## src/rtl/uart_responder_pkg.sv

```systemverilog
// Shared command codes, response framing bytes and responder FSM encoding.
// The command codes are also used by the UART receive router.
package uart_responder_pkg;

    localparam logic [7:0] CMD_DIGIT_READ  = 8'hCC;
    localparam logic [7:0] CMD_SCORES_READ = 8'hCD;
    localparam logic [7:0] RSP_SCORES_HDR1 = 8'hDD;
    localparam logic [7:0] RSP_SCORES_HDR2 = 8'h77;
    localparam logic [7:0] RSP_NO_RESULT   = 8'hFF;

    typedef enum logic [1:0] {
        ST_IDLE,
        ST_LOAD,
        ST_START,
        ST_WAIT
    } state_e;

    function automatic logic is_cmd(input logic [7:0] b);
        return (b == CMD_DIGIT_READ) || (b == CMD_SCORES_READ);
    endfunction

endpackage

```

## src/rtl/uart_tx.sv

```systemverilog
// 8N1 byte serializer: one start bit, eight data bits LSB-first, one stop bit.
// busy drops during the final clock of the stop bit so a caller can chain bytes.
module uart_tx #(
    parameter int CLK_FREQ  = 100_000_000,
    parameter int BAUD_RATE = 115200
) (
    input  logic       clk,
    input  logic       rst_n,
    input  logic [7:0] data,
    input  logic       start,
    output logic       tx,
    output logic       busy
);

    localparam int BIT = CLK_FREQ / BAUD_RATE;
    localparam int CW  = $clog2(BIT + 1);
    localparam logic [CW-1:0] BIT_M1 = CW'(BIT - 1);

    logic          act_q, act_d;
    logic [CW-1:0] cnt_q, cnt_d;
    logic [3:0]    bit_q, bit_d;
    logic [8:0]    frm_q, frm_d;
    logic          tx_q, tx_d;

    always_ff @(posedge clk or negedge rst_n) begin
        if (!rst_n) begin
            act_q <= 1'b0;
            cnt_q <= '0;
            bit_q <= '0;
            frm_q <= '1;
            tx_q  <= 1'b1;
        end else begin
            act_q <= act_d;
            cnt_q <= cnt_d;
            bit_q <= bit_d;
            frm_q <= frm_d;
            tx_q  <= tx_d;
        end
    end

    always_comb begin
        act_d = act_q;
        cnt_d = cnt_q;
        bit_d = bit_q;
        frm_d = frm_q;
        tx_d  = tx_q;
        if (!act_q) begin
            if (start) begin
                act_d = 1'b1;
                cnt_d = '0;
                bit_d = '0;
                frm_d = {1'b1, data};
                tx_d  = 1'b0;
            end
        end else if (cnt_q == BIT_M1) begin
            cnt_d = '0;
            if (bit_q == 4'd9) begin
                act_d = 1'b0;
                tx_d  = 1'b1;
            end else begin
                tx_d  = frm_q[0];
                frm_d = {1'b1, frm_q[8:1]};
                bit_d = bit_q + 4'd1;
            end
        end else begin
            cnt_d = cnt_q + 1'b1;
        end
    end

    assign tx   = tx_q;
    assign busy = act_q && !(bit_q == 4'd9 && cnt_q == BIT_M1);

endmodule

```

## src/rtl/uart_responder.sv

```systemverilog
// Serializes digit and score response packets for commands from the RX router.
// Holds a snapshot of the inference result and a one-deep pending command slot.
module uart_responder
    import uart_responder_pkg::*;
#(
    parameter int CLK_FREQ    = 100_000_000,
    parameter int BAUD_RATE   = 115200,
    parameter int NUM_CLASSES = 10,
    parameter int SCORE_W     = 32
) (
    input  logic                           clk,
    input  logic                           rst_n,
    input  logic [7:0]                     cmd_rx_data,
    input  logic                           cmd_rx_ready,
    input  logic                           result_valid,
    input  logic [3:0]                     predicted_digit,
    input  logic [NUM_CLASSES*SCORE_W-1:0] scores,
    output logic                           tx,
    output logic                           busy
);

    localparam int SV_W    = NUM_CLASSES * SCORE_W;
    localparam int NB      = SV_W / 8;
    localparam int SCR_LEN = NB + 4;
    localparam int IDX_W   = ($clog2(SCR_LEN) > 6) ? $clog2(SCR_LEN) : 6;
    localparam logic [IDX_W-1:0] LEN_SCR = IDX_W'(SCR_LEN);
    localparam logic [IDX_W-1:0] LEN_DIG = IDX_W'(2);
    localparam logic [IDX_W-1:0] TRL1    = IDX_W'(SCR_LEN - 2);
    localparam logic [IDX_W-1:0] TRL2    = IDX_W'(SCR_LEN - 1);

    state_e           state_q, state_d;
    logic [IDX_W-1:0] idx_q, idx_d;
    logic [IDX_W-1:0] len_q, len_d;
    logic             scr_q, scr_d;
    logic             vld_q, vld_d;
    logic [3:0]       dig_q, dig_d;
    logic [SV_W-1:0]  sc_q, sc_d;
    logic             pend_q, pend_d;
    logic             pscr_q, pscr_d;

    logic             cmd_ok, cmd_scr, active, last, tx_busy;
    logic             snap_en, snap_scr, tx_start;
    logic [7:0]       tx_byte;
    logic [IDX_W-1:0] off;

    assign cmd_ok  = cmd_rx_ready && is_cmd(cmd_rx_data);
    assign cmd_scr = (cmd_rx_data == CMD_SCORES_READ);
    assign active  = (state_q != ST_IDLE);
    assign last    = (idx_q == len_q - IDX_W'(1));

    always_ff @(posedge clk or negedge rst_n) begin
        if (!rst_n) begin
            state_q <= ST_IDLE;
            idx_q   <= '0;
            len_q   <= '0;
            scr_q   <= 1'b0;
            vld_q   <= 1'b0;
            dig_q   <= '0;
            sc_q    <= '0;
            pend_q  <= 1'b0;
            pscr_q  <= 1'b0;
        end else begin
            state_q <= state_d;
            idx_q   <= idx_d;
            len_q   <= len_d;
            scr_q   <= scr_d;
            vld_q   <= vld_d;
            dig_q   <= dig_d;
            sc_q    <= sc_d;
            pend_q  <= pend_d;
            pscr_q  <= pscr_d;
        end
    end

    // A pending or same-cycle command relaunches without passing through IDLE.
    always_comb begin
        state_d = state_q;
        unique case (state_q)
            ST_IDLE: begin
                if (pend_q)      state_d = ST_LOAD;
                else if (cmd_ok) state_d = ST_START;
            end
            ST_LOAD:  state_d = ST_START;
            ST_START: state_d = ST_WAIT;
            ST_WAIT: begin
                if (!tx_busy) begin
                    if (!last)                 state_d = ST_START;
                    else if (pend_q || cmd_ok) state_d = ST_LOAD;
                    else                       state_d = ST_IDLE;
                end
            end
            default: state_d = ST_IDLE;
        endcase
    end

    always_comb begin
        snap_en  = 1'b0;
        snap_scr = cmd_scr;
        if (state_q == ST_IDLE && !pend_q && cmd_ok) snap_en = 1'b1;
        if (state_q == ST_LOAD) begin
            snap_en  = 1'b1;
            snap_scr = pscr_q;
        end
        idx_d  = idx_q;
        len_d  = len_q;
        scr_d  = scr_q;
        vld_d  = vld_q;
        dig_d  = dig_q;
        sc_d   = sc_q;
        pend_d = pend_q;
        pscr_d = pscr_q;
        if (snap_en) begin
            scr_d = snap_scr;
            vld_d = result_valid;
            dig_d = predicted_digit;
            sc_d  = scores;
            idx_d = '0;
            len_d = snap_scr ? LEN_SCR : LEN_DIG;
        end else if (state_q == ST_WAIT && !tx_busy && !last) begin
            idx_d = idx_q + IDX_W'(1);
        end
        if (cmd_ok && active && !pend_q) begin
            pend_d = 1'b1;
            pscr_d = cmd_scr;
        end else if (state_q == ST_LOAD) begin
            pend_d = 1'b0;
        end
    end

    assign off = idx_q - IDX_W'(2);

    always_comb begin
        tx_start = (state_q == ST_START);
        busy     = active;
        tx_byte  = 8'h00;
        if (!scr_q) begin
            if (idx_q == '0) tx_byte = CMD_DIGIT_READ;
            else             tx_byte = vld_q ? {4'h0, dig_q} : RSP_NO_RESULT;
        end else begin
            unique case (1'b1)
                idx_q == '0:           tx_byte = RSP_SCORES_HDR1;
                idx_q == IDX_W'(1):    tx_byte = RSP_SCORES_HDR2;
                idx_q == TRL1:         tx_byte = RSP_SCORES_HDR2;
                idx_q == TRL2:         tx_byte = RSP_SCORES_HDR1;
                default: tx_byte = vld_q ? sc_q[{off, 3'b000} +: 8] : 8'h00;
            endcase
        end
    end

    uart_tx #(
        .CLK_FREQ (CLK_FREQ),
        .BAUD_RATE(BAUD_RATE)
    ) u_tx (
        .clk  (clk),
        .rst_n(rst_n),
        .data (tx_byte),
        .start(tx_start),
        .tx   (tx),
        .busy (tx_busy)
    );

endmodule

```

## config.mk

```make
export PLATFORM = sky130hd
export DESIGN_NAME = uart_responder
export DESIGN_NICKNAME = d
export VERILOG_FILES = /design/src/rtl/uart_responder_pkg.sv /design/src/rtl/uart_tx.sv /design/src/rtl/uart_responder.sv
export SDC_FILE = /design/constraint.sdc
export NUM_CORES = 1
export LEC_CHECK = 0
export CORE_UTILIZATION = 31
export DETAILED_ROUTE_END_ITERATION = 7
export SETUP_SLACK_MARGIN = 0.2
export SLEW_MARGIN = 20
export SYNTH_ARGS = -nofsm -noshare
export SYNTH_HDL_FRONTEND = slang
export SYNTH_SLANG_ARGS = --single-unit
export TNS_END_PERCENT = 5
```

## constraint.sdc

```tcl
create_clock -name clk -period 3.75 [get_ports clk]
set_input_delay 0.75 -clock clk [delete_from_list [all_inputs] [get_ports clk]]
set_output_delay 0.75 -clock clk [all_outputs]
set_load 0.01 [all_outputs]
```

# ---- Yosys cells after proc, flatten, opt, wreduce, memory -nomap -nowiden
# Index checks and enable logic that the tools add are counted.
dict set report totals {
  register_bits 367
  input_bits 336
  word_cells 99
}
dict set report op_classes {
  addsub 5
  n_eq_ne 15
  shift 1
  n_mux 38
  n_reduce_logical 26
}
# cell count
set op_table {}
lappend op_table {{320-bit by 10-bit variable part select with 8-bit output} 1}
lappend op_table {{9-bit two-way mux} 4}
lappend op_table {{8-bit two-way mux} 4}
lappend op_table {{10-bit two-way mux} 3}
lappend op_table {{6-bit two-way mux} 3}
lappend op_table {{8-bit == test, second input constant} 2}
lappend op_table {{4-bit two-way mux} 4}
lappend op_table {{8-bit one-hot mux with 2 select lines} 1}
lappend op_table {{1-bit two-way mux} 14}
lappend op_table {{6-bit == test, second input constant} 2}
lappend op_table {{10-bit by 1-bit adder with 10-bit output, second input constant} 1}
lappend op_table {{10-bit == test, second input constant} 1}
lappend op_table {{1-bit logical AND} 9}
lappend op_table {{2-bit two-way mux} 4}
lappend op_table {{2-bit one-hot mux with 4 select lines} 1}
lappend op_table {{2-bit nonzero test} 4}
lappend op_table {{6-bit by 1-bit adder with 6-bit output, second input constant} 1}
lappend op_table {{6-bit by 1-bit == test with 1-bit output, second input constant} 1}
lappend op_table {{6-bit == test} 1}
lappend op_table {{6-bit zero test} 1}
lappend op_table {{2-bit inequality test, second input constant} 3}
lappend op_table {{6-bit by 1-bit subtractor with 6-bit output, second input constant} 1}
lappend op_table {{6-bit by 2-bit subtractor with 6-bit output, second input constant} 1}
lappend op_table {{4-bit by 1-bit adder with 4-bit output, second input constant} 1}
lappend op_table {{10 further kinds} 17}

# ---- Logic depth before layout (Yosys ltp)
dict set report depth {
  word_depth 9
  ltp_mapped 12
}

# ---- By module
# From an unflattened synthesis, not the netlist that was laid out.
dict set report hier_totals {
  cells_unflattened 1176
  hier_area_um2 17255.3
}
# mod n_inst cells_each area_each_um2 seq_area_each_um2
set by_module_without_submodules {}
lappend by_module_without_submodules {uart_responder 1 1051 15930.3 8433.1}
lappend by_module_without_submodules {uart_tx 1 125 1325.0 611.8}

# ---- Worst setup path after synthesis
# Ideal clock, no wire load.
dict set report synth_timing {
  path_type {register to register}
  start {reg idx_q[1]}
  end {reg u_tx.frm_q[6]}
  arrival_ns 2.855
  required_time_ns 3.664
  setup_slack_ns 0.809
  path_stages_with_launch 11
  period_less_slack_ns 2.941
  path_cell_list {dfrtp_1 buf_2 clkinv_1 ha_1 buf_4 xor2_1 mux4_1 nor2_1 a21oi_1 nor3_1 o21ai_0}
}
dict set report synth_via {
  elab_chain_cells 7
  elab_cells_between_ends 14
  classes_between {1 x add/sub; 3 x eq/ne; 1 x shift; 6 x mux; 3 x reduce/logical}
}
# item line_no
set synth_lines {}
lappend synth_lines {{start, declared} uart_responder.sv:32} ;# logic [IDX_W-1:0] idx_q, idx_d;
lappend synth_lines {{start signal, assigned} uart_responder.sv:64} ;# idx_q <= idx_d;
lappend synth_lines {{6-bit by 2-bit subtractor with 6-bit output} uart_responder.sv:130} ;# assign off = idx_q - IDX_W'(2);
lappend synth_lines {{320-bit by 10-bit variable part select with 8-bit output} uart_responder.sv:145} ;# default: tx_byte = vld_q ? sc_q[{off, 3'b000} +: 8] : 8'h00;
lappend synth_lines {{8-bit two-way mux} uart_responder.sv:145}
lappend synth_lines {{8-bit one-hot mux with 2 select lines} uart_responder.sv:140} ;# unique case (1'b1)
lappend synth_lines {{8-bit two-way mux *} uart_responder.sv:136} ;# if (!scr_q) begin
lappend synth_lines {{9-bit two-way mux *} uart_tx.sv:48} ;# if (start) begin
lappend synth_lines {{9-bit two-way mux *} uart_tx.sv:47} ;# if (!act_q) begin
lappend synth_lines {{end signal, assigned} uart_tx.sv:36} ;# frm_q <= frm_d;
lappend synth_lines {{end, declared} uart_tx.sv:22} ;# logic [8:0] frm_q, frm_d;
# Mark *: on every way between the ends. The rest lies on a longest branch, timed or not. The select of a mux whose other input is x is not followed.
# A chain may end at the register's enable or synchronous reset.

# ---- Final worst setup path
dict set report layout_timing {
  start {reg idx_q[2]}
  end {reg u_tx.frm_q[6]}
}
# The elaborated chain is that of the path after synthesis.

==> summary.txt <==
Floorplan
  – Row count: 85
  – Core ar.: 54,100 µm²
  – I/O Pins: 338
  – Initial Util: 31.6%
  – Die Ht: 237 µm
  – Chip Width: 237 µm
  – Die area: 56,100 µm²

Detailed routing
  – WL final: 52,000 µm
  – Iter 0 DRT Violations: 906
  – Vias: 13,900
  – Vias per inst: 4.85
  – DR WL/cell: 18.2 µm
  – # DRC: 0
  – DR pass1 iterations: 5
  – ANT nets after route: 0

Yosys
  – Yosys top cell by area: dfrtp_1
  – Compound-cell area share of the yosys netlist: 4.04%
  – Sequential area share after synthesis: 52.9%
  – Mapped Nets: 2,181
  – Count of cell types in the netlist: 56
  – Main synth FF type: dfrtp_1
  – Main combinational cell family by area after synthesis: simple AND/OR/NAND/NOR gates
  – Syn_area_per_cell: 9.32 µm²
  – Post-Synth Adder-Cell Area: 0.806%
  – Post-synthesis xor/xnor area fraction: 0.666%
  – Synthesis-stage register bit count: 361
  – Synthesized area: 17,100 µm²
  – Area contributors post-synth: dfrtp_1 (52%), nand2_1 (22%), mux4_2 (10%)
  – Post-synthesis mux area share: 12.6%
  – Yosys warning count: 0
  – Top-area cell type share of the netlist area: 51.6%
  – Simple-gate portion of the synthesized area: 25.6%
  – Mapped Cells: 1,834
  – Post-synth EDFFs: 0
  – Asr flop ratio synth: 100%

Pwr
  – LEAKAGE: 10.4 nW
  – Max VDD drop: 241 µV
  – Cell Pwr Density: 407 nW/µm²
  – Total power: 0.00925 W

STA
  – Max-slew violation count: 0
  – Period Utilization, post-route: 80.5%
  – Fin. Hold Viols: 0
  – RSZ-0062 raised after global routing: no
  – Tmin final: 3.02 ns
  – Setup TNS: 0 ns
  – Actual transition at the worst max-transition pin: 0.897 ns
  – Peak Freq: 0.331 GHz
  – Endpoints failing setup: 0
  – Setup Skew: 0.0250 ns
  – Slew HR: 39.9%

Place
  – Port Buffers: 337
  – Post-DP HPWL: 36,800 µm
  – GPL Wtd Cong: 0.839

CTS
  – Clock root cell: clkbuf_16
  – # hold bufs at CTS: 0
  – Worst skew pair latency: 0.57 ns
  – H-tree lvl count: 2
  – Post-CTS sizing: 0
  – Post-CTS setup buffer count: 0
  – CTS tree: yes
  – CTS Sinks: 361
  – Clock Path Buffers: 3
  – Clk slew on worst S/H paths: 0.06 ns
  – Cts bufs inserted: 42

Setup path
  – Crit start category: flop
  – CP required: 4.24 ns
  – CP bufs+invs: 1
  – Setup crit start: idx_q[2]$_DFFE_PN0P_
  – Critical path depth in cells: 8
  – Worst path arrival time: 3.51 ns
  – Setup CP Type: reg -> reg
  – Crit. End Element: flop
  – R2R depth: 8
  – CP max-delay cell: mux4_1
  – Worst path max stage delay: 0.71 ns
  – Critical path peak fanout: 14
  – Worst r2r src: idx_q[2]$_DFFE_PN0P_
  – Kind of cell adding the most delay to the critical path: multiplexers
  – Critical path, cell by cell: inv_1 -> ha_1 -> xor2_4 -> mux4_1 -> nor2_1 -> a21oi_1 -> nor3_1 -> o21ai_0

Final layout
  – Ratio of cells with drive above 1 in the final layout: 9.52%
  – Synthesis-to-layout area growth: 32.9%
  – Fin nets: 2,478
  – Most frequent cells in the layout: nand2_1 (1,009), dfrtp_1 (350), clkdlybuf4s50_1 (336), mux4_2 (78), clkbuf_16 (42)
  – Most common cell after layout, fill and taps aside: nand2_1

Global routing
  – Gr usage total: 18.8%
  – Global-route wire length before repair: 81,500 µm
  – Vias in the first global route: 14,400
  – Gr ovfl total: 0
  – Largest net degree at the start of global routing: 108
  – Initial antenna violation count: 8

Min path
  – HP Class: in -> async

Flow run
  – Max-Cap Viols: 0

Status
  – Outcome: complete, no violations
[flip-flops by register name (all words and copies together) (netlist names)]
| register | cells |
|---|---|
| vld_q | 1 |
| u_tx.cnt_q | 10 |
| idx_q | 6 |
| state_q | 2 |
| u_tx.tx | 1 |
| u_tx.frm_q | 8 |
| pscr_q | 1 |
| dig_q | 4 |
| u_tx.act_q | 1 |
| u_tx.bit_q | 4 |
| len_q | 2 |
| sc_q | 320 |
| pend_q | 1 |
[synthesized netlist by cell type (all sizes together), types with 6 or more instances]
cell type	n
a21oi	17
a31oi	8
and3	9
buf	54
clkbuf	57
dfrtp	352
dfstp	9
ha	11
inv	15
mux2i	22
mux4	83
nand2	1009
nand3	7
nand3b	8
nor2	29
nor2b	9
nor3	13
o211ai	7
o21ai	31
xnor2	6
xor2	7
[worst reg2reg max path, cell delays in order (launching register included)]
cell     delay (ns)
dfrtp_1        0.52
inv_1          0.12
ha_1           0.47
xor2_4         0.58
mux4_1         0.72
nor2_1         0.13
a21oi_1        0.10
nor3_1         0.21
o21ai_0        0.10
[path summary, 6_finish.rpt]
path                                                   to  slack, ns
worst max-delay path            u_tx.frm_q[6]$_DFFE_PN1P_       0.73
worst min-delay path                sc_q[105]$_DFFE_PN0N_       0.13
worst max register to register  u_tx.frm_q[6]$_DFFE_PN1P_       0.73
worst min register to register      sc_q[260]$_DFFE_PN0N_       0.47
max in group asynchronous          state_q[1]$_DFFE_PN0P_       2.43
min in group clk                    sc_q[260]$_DFFE_PN0N_       0.47
[routing by layer]
| layer | share of wire (%) | up-vias | track usage (%) |
|---|---|---|---|
| met5 | 0.098 | - | 0 |
| met4 | 2.3 | 8 | 5.77 |
| met3 | 4.4 | 74 | 3.22 |
| met2 | 49 | 353 | 31.2 |
| met1 | 45 | 6865 | 25.0 |
| li1 | - | 6574 | - |
[area by class of cell]
type	instances	area (µm²)
multi-input cells	1346	7500
repair buffers	364	3770
diodes	3	7.51
well taps	696	871
clock buffers	56	1180
inverters	16	60.1
clock inverters	21	265
flip-flops and latches	361	9050
fillers	5252	31400
[power by group]
part / switching (W) / internal, W
sequential: 0.0000995 / 0.00408
clock: 0.00171 / 0.00258
combinational: 0.000309 / 0.000469
total: 0.00212 / 0.00713
[kinds of logic after synthesis]
kind of cell,after synthesis
AOI/OAI and AO/OA,100
xor gates and xnor gates,13
adders and majority gates,11
buffers and inverters,127
DFF,361
muxes,109
and+or+nand+nor,1113
[per-stage QoR]
stage | utilization, % | hold slack [ns] | area [µm²] | setup WS [ns] | std cells
CTS | 41.9 | 0.157 | 22700 | 0.710 | 2860
floorplan | - | 0.437 | 17100 | 0.809 | 1834
finish | 42.0 | 0.133 | 22700 | 0.731 | 2863
detailed placement | 39.3 | 0.457 | 21300 | 0.542 | 2783
global route | 42.0 | 0.177 | 22700 | 0.534 | 2863
global placement | 39.3 | 0.452 | 21300 | 0.591 | 2783
No activity file was read; power rests on OpenSTA's default activity.
